--- config.mk ---
export PLATFORM = sky130hd
export DESIGN_NAME = switch_vga_hex
export DESIGN_NICKNAME = d
export VERILOG_FILES = /design/src/rtl/switch_vga_hex.sv
export SDC_FILE = /design/constraint.sdc
export NUM_CORES = 1
export LEC_CHECK = 0
export ABC_AREA = 1
export CORE_AREA = 5 5 64 123
export CTS_BUF_LIST = sky130_fd_sc_hd__clkbuf_8
export CTS_CLUSTER_DIAMETER = 60
export DETAILED_ROUTE_END_ITERATION = 8
export DIE_AREA = 0 0 69 128
export HOLD_SLACK_MARGIN = 0.08
export MAX_ROUTING_LAYER = met4
export PLACE_DENSITY_LB_ADDON = 0.12
export SLEW_MARGIN = 20
export SYNTH_ARGS = -nofsm -noshare
export SYNTH_HDL_FRONTEND = slang
export SYNTH_SLANG_ARGS = --single-unit
export TNS_END_PERCENT = 1
--- constraint.sdc ---
create_clock -name clk_fpga -period 5 [get_ports clk_fpga]
set_input_delay 0.75 -clock clk_fpga [delete_from_list [all_inputs] [get_ports clk_fpga]]
set_output_delay 0.75 -clock clk_fpga [all_outputs]
set_load 0.02 [all_outputs]
--- src/rtl/switch_vga_hex.sv ---
// Board-top VGA renderer: shows NUM_DIGITS hex digits from `value` as seven-segment glyphs.
// Owns its pixel-clock divider, raster counters, frame-synchronous value latch and a 2-stage pixel pipeline.
module switch_vga_hex #(
  parameter int          NUM_DIGITS = 4,
  parameter int          H_ACTIVE   = 640,
  parameter int          H_FP       = 16,
  parameter int          H_SYNC     = 96,
  parameter int          H_BP       = 48,
  parameter int          V_ACTIVE   = 480,
  parameter int          V_FP       = 10,
  parameter int          V_SYNC     = 2,
  parameter int          V_BP       = 33,
  parameter int          X0         = 64,
  parameter int          Y0         = 176,
  parameter logic [23:0] FG_COLOR   = 24'h00FF00,
  parameter logic [23:0] BG_COLOR   = 24'h000020,
  parameter bit          LZ_BLANK   = 1'b1
) (
  input  logic                    clk_fpga,
  input  logic                    reset,
  input  logic [4*NUM_DIGITS-1:0] value,
  output logic [7:0]              VGA_R,
  output logic [7:0]              VGA_G,
  output logic [7:0]              VGA_B,
  output logic                    VGA_CLK,
  output logic                    VGA_SYNC_N,
  output logic                    VGA_BLANK_N,
  output logic                    VGA_HS,
  output logic                    VGA_VS,
  output logic                    frame_start
);

  localparam int H_TOTAL    = H_ACTIVE + H_FP + H_SYNC + H_BP;
  localparam int V_TOTAL    = V_ACTIVE + V_FP + V_SYNC + V_BP;
  localparam int HW         = $clog2(H_TOTAL);
  localparam int VW         = $clog2(V_TOTAL);
  localparam int VAL_W      = 4 * NUM_DIGITS;
  localparam int CELL_PITCH = 80;
  localparam int CELL_W     = 64;
  localparam int CELL_H     = 128;

  // Segment mask per hex digit, ordered {a,b,c,d,e,f,g}.
  function automatic logic [6:0] glyph(input logic [3:0] n);
    case (n)
      4'h0: return 7'b1111110;
      4'h1: return 7'b0110000;
      4'h2: return 7'b1101101;
      4'h3: return 7'b1111001;
      4'h4: return 7'b0110011;
      4'h5: return 7'b1011011;
      4'h6: return 7'b1011111;
      4'h7: return 7'b1110000;
      4'h8: return 7'b1111111;
      4'h9: return 7'b1111011;
      4'hA: return 7'b1110111;
      4'hB: return 7'b0011111;
      4'hC: return 7'b1001110;
      4'hD: return 7'b0111101;
      4'hE: return 7'b1001111;
      default: return 7'b1000111;
    endcase
  endfunction

  // Which segment rectangles contain a cell-local pixel, same {a..g} order.
  function automatic logic [6:0] seg_area(input logic [5:0] x, input logic [6:0] y);
    logic xl, xm, xr, yt, yu, ym, yl, yb;
    xl = (x < 6'd8);
    xm = (x >= 6'd8) && (x < 6'd56);
    xr = (x >= 6'd56);
    yt = (y < 7'd8);
    yu = (y >= 7'd8) && (y < 7'd60);
    ym = (y >= 7'd60) && (y < 7'd68);
    yl = (y >= 7'd68) && (y < 7'd120);
    yb = (y >= 7'd120);
    return {xm && yt, xr && yu, xr && yl, xm && yb, xl && yl, xl && yu, xm && ym};
  endfunction

  logic             div;
  logic             pix_tick;
  logic [HW-1:0]    h;
  logic [VW-1:0]    v;
  logic             h_wrap;
  logic             v_wrap;
  logic             latch_now;
  logic [VAL_W-1:0] latched;

  assign pix_tick  = div;
  assign h_wrap    = (h == HW'(H_TOTAL - 1));
  assign v_wrap    = (v == VW'(V_TOTAL - 1));
  assign latch_now = pix_tick && h_wrap && (v == VW'(V_ACTIVE - 1));

  always_ff @(posedge clk_fpga or posedge reset) begin
    if (reset) div <= 1'b0;
    else       div <= ~div;
  end

  always_ff @(posedge clk_fpga or posedge reset) begin
    if (reset) begin
      h <= '0;
      v <= '0;
    end else if (pix_tick) begin
      if (h_wrap) begin
        h <= '0;
        v <= v_wrap ? '0 : v + 1'b1;
      end else begin
        h <= h + 1'b1;
      end
    end
  end

  // Sampling only on entry to the first blanking line keeps every visible frame tear-free.
  always_ff @(posedge clk_fpga or posedge reset) begin
    if (reset) begin
      latched     <= '0;
      frame_start <= 1'b0;
    end else begin
      frame_start <= latch_now;
      if (latch_now) latched <= value;
    end
  end

  // ---- stage 0: combinational decode of the raster position ----
  logic                  vld_p0, hs_p0, vs_p0;
  logic                  in_cell_p0, blank_lz_p0;
  logic [3:0]            nib_p0;
  logic [HW-1:0]         hx, ci, cxw;
  logic [VW-1:0]         vy;
  logic                  h_ge_x0, v_ge_y0;
  logic [NUM_DIGITS-1:0] lz_run;
  logic                  lz_acc;

  assign vld_p0 = (int'(h) < H_ACTIVE) && (int'(v) < V_ACTIVE);
  assign hs_p0  = !((int'(h) >= H_ACTIVE + H_FP) && (int'(h) < H_ACTIVE + H_FP + H_SYNC));
  assign vs_p0  = !((int'(v) >= V_ACTIVE + V_FP) && (int'(v) < V_ACTIVE + V_FP + V_SYNC));

  // lz_run[d]: every nibble from the leftmost digit through digit d is zero.
  always_comb begin
    lz_run = '0;
    lz_acc = 1'b1;
    for (int d = 0; d < NUM_DIGITS; d++) begin
      lz_acc    = lz_acc && (latched[4*(NUM_DIGITS-1-d) +: 4] == 4'h0);
      lz_run[d] = lz_acc;
    end
  end

  always_comb begin
    h_ge_x0     = (int'(h) >= X0);
    v_ge_y0     = (int'(v) >= Y0);
    hx          = h - HW'(X0);
    vy          = v - VW'(Y0);
    ci          = hx / HW'(CELL_PITCH);
    cxw         = hx % HW'(CELL_PITCH);
    in_cell_p0  = h_ge_x0 && v_ge_y0 && (int'(ci) < NUM_DIGITS) &&
                  (int'(cxw) < CELL_W) && (int'(vy) < CELL_H);
    nib_p0      = 4'h0;
    blank_lz_p0 = 1'b0;
    for (int d = 0; d < NUM_DIGITS; d++) begin
      if (int'(ci) == d) begin
        nib_p0      = latched[4*(NUM_DIGITS-1-d) +: 4];
        blank_lz_p0 = LZ_BLANK && (d != NUM_DIGITS - 1) && lz_run[d];
      end
    end
  end

  // ---- stage 1: cell coordinates, nibble and syncs registered ----
  logic       vld_p1, hs_p1, vs_p1;
  logic       in_cell_p1, blank_lz_p1;
  logic [3:0] nib_p1;
  logic [5:0] cx_p1;
  logic [6:0] cy_p1;

  always_ff @(posedge clk_fpga or posedge reset) begin
    if (reset) begin
      vld_p1      <= 1'b0;
      hs_p1       <= 1'b1;
      vs_p1       <= 1'b1;
      in_cell_p1  <= 1'b0;
      blank_lz_p1 <= 1'b0;
      nib_p1      <= 4'h0;
      cx_p1       <= 6'd0;
      cy_p1       <= 7'd0;
    end else if (pix_tick) begin
      vld_p1      <= vld_p0;
      hs_p1       <= hs_p0;
      vs_p1       <= vs_p0;
      in_cell_p1  <= in_cell_p0;
      blank_lz_p1 <= blank_lz_p0;
      nib_p1      <= nib_p0;
      cx_p1       <= 6'(cxw);
      cy_p1       <= 7'(vy);
    end
  end

  // ---- stage 2: segment hit, colour select, pins ----
  logic        lit_p1;
  logic        vld_p2, hs_p2, vs_p2;
  logic [23:0] rgb_p2;

  assign lit_p1 = |(glyph(nib_p1) & seg_area(cx_p1, cy_p1));

  always_ff @(posedge clk_fpga or posedge reset) begin
    if (reset) begin
      vld_p2 <= 1'b0;
      hs_p2  <= 1'b1;
      vs_p2  <= 1'b1;
      rgb_p2 <= 24'h0;
    end else if (pix_tick) begin
      vld_p2 <= vld_p1;
      hs_p2  <= hs_p1;
      vs_p2  <= vs_p1;
      if (!vld_p1)                                   rgb_p2 <= 24'h0;
      else if (in_cell_p1 && lit_p1 && !blank_lz_p1) rgb_p2 <= FG_COLOR;
      else                                           rgb_p2 <= BG_COLOR;
    end
  end

  assign VGA_R       = rgb_p2[23:16];
  assign VGA_G       = rgb_p2[15:8];
  assign VGA_B       = rgb_p2[7:0];
  assign VGA_CLK     = div;
  assign VGA_SYNC_N  = 1'b0;
  assign VGA_BLANK_N = vld_p2;
  assign VGA_HS      = hs_p2;
  assign VGA_VS      = vs_p2;

endmodule
# After elaboration in Yosys (flattened, before gate mapping)

Memory sizes are Yosys's and may differ from the RTL's.
Cells that the tools add are included.
W data, S select, Z words.

Order comparisons: 23
Bitwise operators: 2
Multiplexer cells: 12
Div/mod/pow operators: 2
Reduce and logical (&&, ||, !) cells: 33
Equality and inequality tests: 6
$add $sub $neg: 4

Operators by type and width:

| cell                    | number |
|---|---|
| $mux W16                | 2 |
| $logic_and A1 B1 Y1     | 24 |
| $add A10 B1 Y10 const B | 2 |
| $eq A10 B10 Y1 const B  | 2 |
| $eq A10 B3 Y1 const B   | 2 |
| $lt A10 B10 Y1 const B  | 2 |
| $lt A10 B9 Y1 const B   | 2 |
| $mux W10                | 2 |
| $mux W4                 | 4 |
| $ge A7 B7 Y1 const B    | 2 |
| $lt A7 B7 Y1 const B    | 2 |
| $logic_not A4 Y1        | 3 |
| $div A10 B7 Y10 const B | 1 |
| $eq A10 B2 Y1 const B   | 1 |
| $eq A10 B9 Y1 const B   | 1 |
| $ge A10 B10 Y1 const B  | 1 |
| $ge A10 B7 Y1 const B   | 1 |
| $ge A10 B8 Y1 const B   | 1 |
| $ge A10 B9 Y1 const B   | 1 |
| $logic_not A10 Y1       | 1 |
| $lt A10 B3 Y1 const B   | 1 |
| $lt A10 B7 Y1 const B   | 1 |
| $lt A10 B8 Y1 const B   | 1 |
| $mod A10 B7 Y10 const B | 1 |
| other kinds (16)        | 21 |

Bits in read-only memories: 112
Register bits: 87
Word-level logic and storage cells: 100
Memories kept: 1

Memory list:

| memory           | words | bits a word | rd ports | clocked after memory_dff | write ports | line | RTL |
|---|---|---|---|---|---|---|---|
| (name not given) | 16    | 7           | 1        | 0                        | 0           | 44   | `case (n)` |

# Longest topological paths before layout

Depth after elaboration: 9
Mapped depth: 28

# Worst setup path before layout

No wires, ideal clock.

Path kind: register to register
Start: register h[6]
End: register nib_p1[2]
Stages on the path, launching flop included: 27
Path slack: 2291 ps
Library setup time: 117 ps
Path buffers: 1
Arrival: 2591 ps
Path through: dfrtp_1 inv_2 ha_1 inv_1 nand2_1 nand2_4 nor2_8 nand2_4 nand2_1 nand2_1 nand2_1 inv_2 nand2_2 nand2_2 nand2_2 nand3_2 nand2_4 nand2_4 nand2_1 nand3_2 nand2_4 nand2_4 buf_6 nand3_1 nand3_1 nor2_1 nor2_1

Longest elaborated chain between the ends: 7
Elaborated cells between the ends (all ways): 10
Classes of those cells: add/sub: 1; div: 1; eq/ne: 3; mux: 4; reduce/logical: 1

Ends and longest elaborated chain:

| what                   | line | RTL |
|---|---|---|
| from (decl)            | 80   | `logic [HW-1:0] h;` |
| from (signal assigned) | 106  | `h <= h + 1'b1;` |
| $sub A10 B7 Y10 *      | 149  | `hx = h - HW'(X0);` |
| $div A10 B7 Y10 *      | 151  | `ci = hx / HW'(CELL_PITCH);` |
| $logic_not A10 Y1      | 158  | `if (int'(ci) == d) begin` |
| $mux W4 (3 in series)  | 158  |  |
| $mux W4 *              | 158  |  |
| to (signal assigned)   | 188  | `nib_p1 <= nib_p0;` |
| to (decl)              | 168  | `logic [3:0] nib_p1;` |

Every way passes the cells marked *; elsewhere a longest branch is shown, timed or not.
A chain may end at the register's enable or synchronous reset.

# Worst setup path in the final report

Start: register h[0]
End: register latched[6]

Longest elaborated chain between the ends: 3

Ends and longest elaborated chain:

| what                              | line | RTL |
|---|---|---|
| $eq A10 B10 Y1                    | 88   | `assign h_wrap = (h == HW'(H_TOTAL - 1));` |
| $logic_and A1 B1 Y1 (2 in series) | 90   | `assign latch_now = pix_tick && h_wrap && (v == VW'(V_ACTIVE - 1));` |
| to (signal assigned)              | 118  | `if (latch_now) latched <= value;` |
| to (decl)                         | 85   | `logic [VAL_W-1:0] latched;` |

Every way passes these cells.

==> metrics <==
highest attainable clock frequency=approximately 290 MHz; GP Congestion=0.922; Cells after Synth=529; std cell rows=43; count of cells along the worst hold path=2; number of post-CTS setup repair buffers=0; Post-Synthesis Cell Area=3950 um2; post-synthesis share of cell area spent on xor and xnor gates=0.0111; area of the placeable core=6890 um2; Period minus WS final=3490 ps; horizontal extent of the die=69 um; TritonCTS Buffers=9; overflow left after global routing=0; Fin. Hold Viols=0; Worst R2R End=latched[6]; area of the die=8830 um2; Post-CTS Hold Fix Bufs=0; final wirelength=about 8800 um; clk sinks=60; Core Util, Final=0.640; Detailed Routing Iterations Pass 1=4; setup tns final=0 ps; sort of element at the end of the critical path=register; layout overhead on the synthesized area=11.6%; register-to-register setup slack=between 1500 and 2000 ps; Avg Inst Size Synth=7.46 um2; Final Cell Area=4400 um2; share of post-route cells with drive strength above 1=0.0934; ports placed on the boundary=48; wire length of the first global-routing pass=14900 um; worst hold slack=472 ps; Final Skew=14.8 ps; Final Max Tran Viols=0; Worst R2R Start=h[0]; number of remaining DRC errors=0; Max FO, Critical Path=20; required time of the critical path=~5200 ps; FFs w/ async S/R, synth=1.00; RSZ-0062 raised after global routing=no; most numerous cell types in the synthesized netlist=sky130_fd_sc_hd__nand2_1 (132), sky130_fd_sc_hd__inv_1 (61), sky130_fd_sc_hd__dfrtp_1 (56); register clock-pin slew on the reported worst setup and hold paths=60 ps; share of the synthesized area in the top cell type=0.355; Placement Cell Area=4210 um2; H-Tree Depth=3; synthesized-area fraction occupied by adder cells=0.0666; complex-gate fraction of the synthesized area=0.106; via count=3436; Unique masters post-synth=38; DIE HEIGHT=about 130 um; drt via density=~5.3; startpoint of the most critical setup path=h[0]; most instantiated flip-flop cell in the synthesis netlist=sky130_fd_sc_hd__dfrtp_1; Hold Startpoint=VGA_BLANK_N; largest family of logic cells by synthesized area=simple AND/OR/NAND/NOR gates; DRT antenna net count=0; class of the worst hold path=reg -> reg; total design power=between 0.9 and 1 mW; via count of the first global-routing pass=3402; Worst Tran Pin Value=733 ps; maximum buffer depth of the clock tree=2; outcome=complete, no violations; leakage component of the power=2.13 nW; biggest area consumer among synthesized cells=sky130_fd_sc_hd__dfrtp_1; post-cts gate resize count=0; IR Drop Worst-Case VDD=0.274 mV; Global Route Usage Sum=0.214; pin count of the biggest net entering global routing=a little over 60; flops & latches, synth=60; signal arrival time at the worst endpoint=3700 ps; endpoint with the worst hold slack=VGA_BLANK_N; register area share after synthesis=0.382; TritonCTS clock tree=built; HPWL Detailed=6790 um; number of warnings reported in the yosys synthesis log=0; endpoints failing setup=0; remaining max-slew budget at the tightest pin=0.511; number of flops mapped to enable cells by yosys=0; insertion delay to the later sink of the worst-skew pair=about 350 ps; crit path launch type=register; Clk Tree Root Cell=sky130_fd_sc_hd__clkbuf_8; drt wl/cell=13.6 um; start-to-end type of the worst setup path=reg -> reg; cell with the most instances after synthesis=sky130_fd_sc_hd__nand2_1; power density over cell area=214 nW/um2; cell types with the largest area share after synthesis=sky130_fd_sc_hd__dfrtp_1 (35%), sky130_fd_sc_hd__nand2_1 (13%), sky130_fd_sc_hd__ha_1 (6.7%), sky130_fd_sc_hd__inv_1 (5.8%), sky130_fd_sc_hd__nand3_1 (4.6%); count of input and output buffers=31; antenna violations before repair=0; multiplexer fraction of the synthesized cell area=0; number of violations reported at the end of detailed-routing iteration 0=~180; count of cells along the worst register-to-register path=8; number of nets in the layout=591; starting utilization of the core area=0.573; number of antenna repair diodes=0; fill count=667; ratio of final minimum period to clock period=0.698; Maximum Capacitance Violations=0; Synth Area in Simple Gates=0.307
==> per-layer routing <==
metal / share of wire / vias to the layer above / wire [um] / track usage
li1: - / 1722 / - / -
met2: 0.54 / 87 / 4780 / 0.387
met4: 0.030 / 0 / 262 / 0.113
met3: 0.035 / 24 / 311 / 0.0408
met5: 0 / - / 0 / -
met1: 0.39 / 1603 / 3440 / 0.214
==> logic make-up (layout without fill, tap and decap cells) <==
group | Yosys count | count (layout)
AND/OR/NAND/NOR | 263 | 263
buffers and inverters | 108 | 121
AO/OA/AOI/OAI | 71 | 71
flip-flops | 60 | 60
adder cells (fa/ha/maj) | 21 | 21
XOR/XNOR | 5 | 5
other | 1 | 16
==> area by class of cell <==
class                           count  area, um2  share of cell area
Multi-Input combinational cell    376       2000               0.453
Sequential cell                    60       1510               0.342
Timing Repair Buffer               33        325              0.0739
Inverter                           72        270              0.0614
Clock buffer                       10        138              0.0313
Tap cell                           90        113              0.0256
Clock inverter                      6       56.3              0.0128
==> cells in the final DEF (no fill, tap or decap), types with 2 or more instances in the layout <==
cell type,Yosys,layout
sky130_fd_sc_hd__nand2_4,7,7
sky130_fd_sc_hd__nor2_1,44,44
sky130_fd_sc_hd__clkbuf_8,0,10
sky130_fd_sc_hd__nor4_1,8,8
sky130_fd_sc_hd__clkdlybuf4s50_1,0,31
sky130_fd_sc_hd__nand3_1,36,36
sky130_fd_sc_hd__clkinv_2,0,3
sky130_fd_sc_hd__a31oi_1,4,4
sky130_fd_sc_hd__o31ai_1,4,4
sky130_fd_sc_hd__nand2_2,6,6
sky130_fd_sc_hd__ha_1,21,21
sky130_fd_sc_hd__nor3_1,11,11
sky130_fd_sc_hd__inv_1,61,61
sky130_fd_sc_hd__o211ai_1,4,4
sky130_fd_sc_hd__dfstp_2,4,4
sky130_fd_sc_hd__nand4_1,12,12
sky130_fd_sc_hd__buf_4,23,2
sky130_fd_sc_hd__o21ai_0,23,23
sky130_fd_sc_hd__o21ai_1,3,3
sky130_fd_sc_hd__nand3_2,4,4
sky130_fd_sc_hd__a21oi_1,24,24
sky130_fd_sc_hd__conb_1,1,16
sky130_fd_sc_hd__dfrtp_1,56,56
sky130_fd_sc_hd__nand2_1,132,132
sky130_fd_sc_hd__o311ai_0,2,2
sky130_fd_sc_hd__inv_2,11,12
sky130_fd_sc_hd__xor2_1,5,5
==> how the worst max path moves through the flow <==
stage	end	slack, ps
after global routing	latched[4]	1140
after global placement	latched[4]	1750
after floorplan	nib_p1[2]	2290
after detailed placement	latched[6]	1530
final	latched[6]	1510
after CTS	latched[4]	1510
==> per-stage QoR <==
| stage | setup WS (ps) | instances |
|---|---|---|
| after floorplan | 2290 | 544 |
| after global placement | 1750 | 631 |
| after detailed placement | 1530 | 631 |
| after CTS | 1510 | 647 |
| after global routing | 1140 | 647 |
| final | 1510 | 647 |
==> state kept, by name, indices dropped and copies added (netlist names), 2 cells and up <==
| signal | flops |
|---|---|
| h | 10 |
| nib_p1 | 4 |
| v | 10 |
| latched | 16 |
| cy_p1 | 5 |
| cx_p1 | 3 |
| rgb_p2 | 2 |
==> power by group <==
part	total [mW]	switching, mW	internal (mW)	leakage (nW)
clock network	0.425	0.186	0.239	0.103
registers	0.486	0	0.486	0.696
logic	0.0337	0.0217	0.0121	1.33
total	0.945	0.208	0.736	2.13
==> critical path, cell delays in order (launching register included) <==
cell and delay [ps]:
sky130_fd_sc_hd__dfrtp_1 410, sky130_fd_sc_hd__ha_1 190, sky130_fd_sc_hd__nand2_1 80, sky130_fd_sc_hd__nor3_1 500, sky130_fd_sc_hd__nand3_1 440, sky130_fd_sc_hd__nor2_1 350
sky130_fd_sc_hd__nand4_1 560, sky130_fd_sc_hd__inv_1 660, sky130_fd_sc_hd__o21ai_0 150
Note: power is estimated with default switching activity, not from simulation.
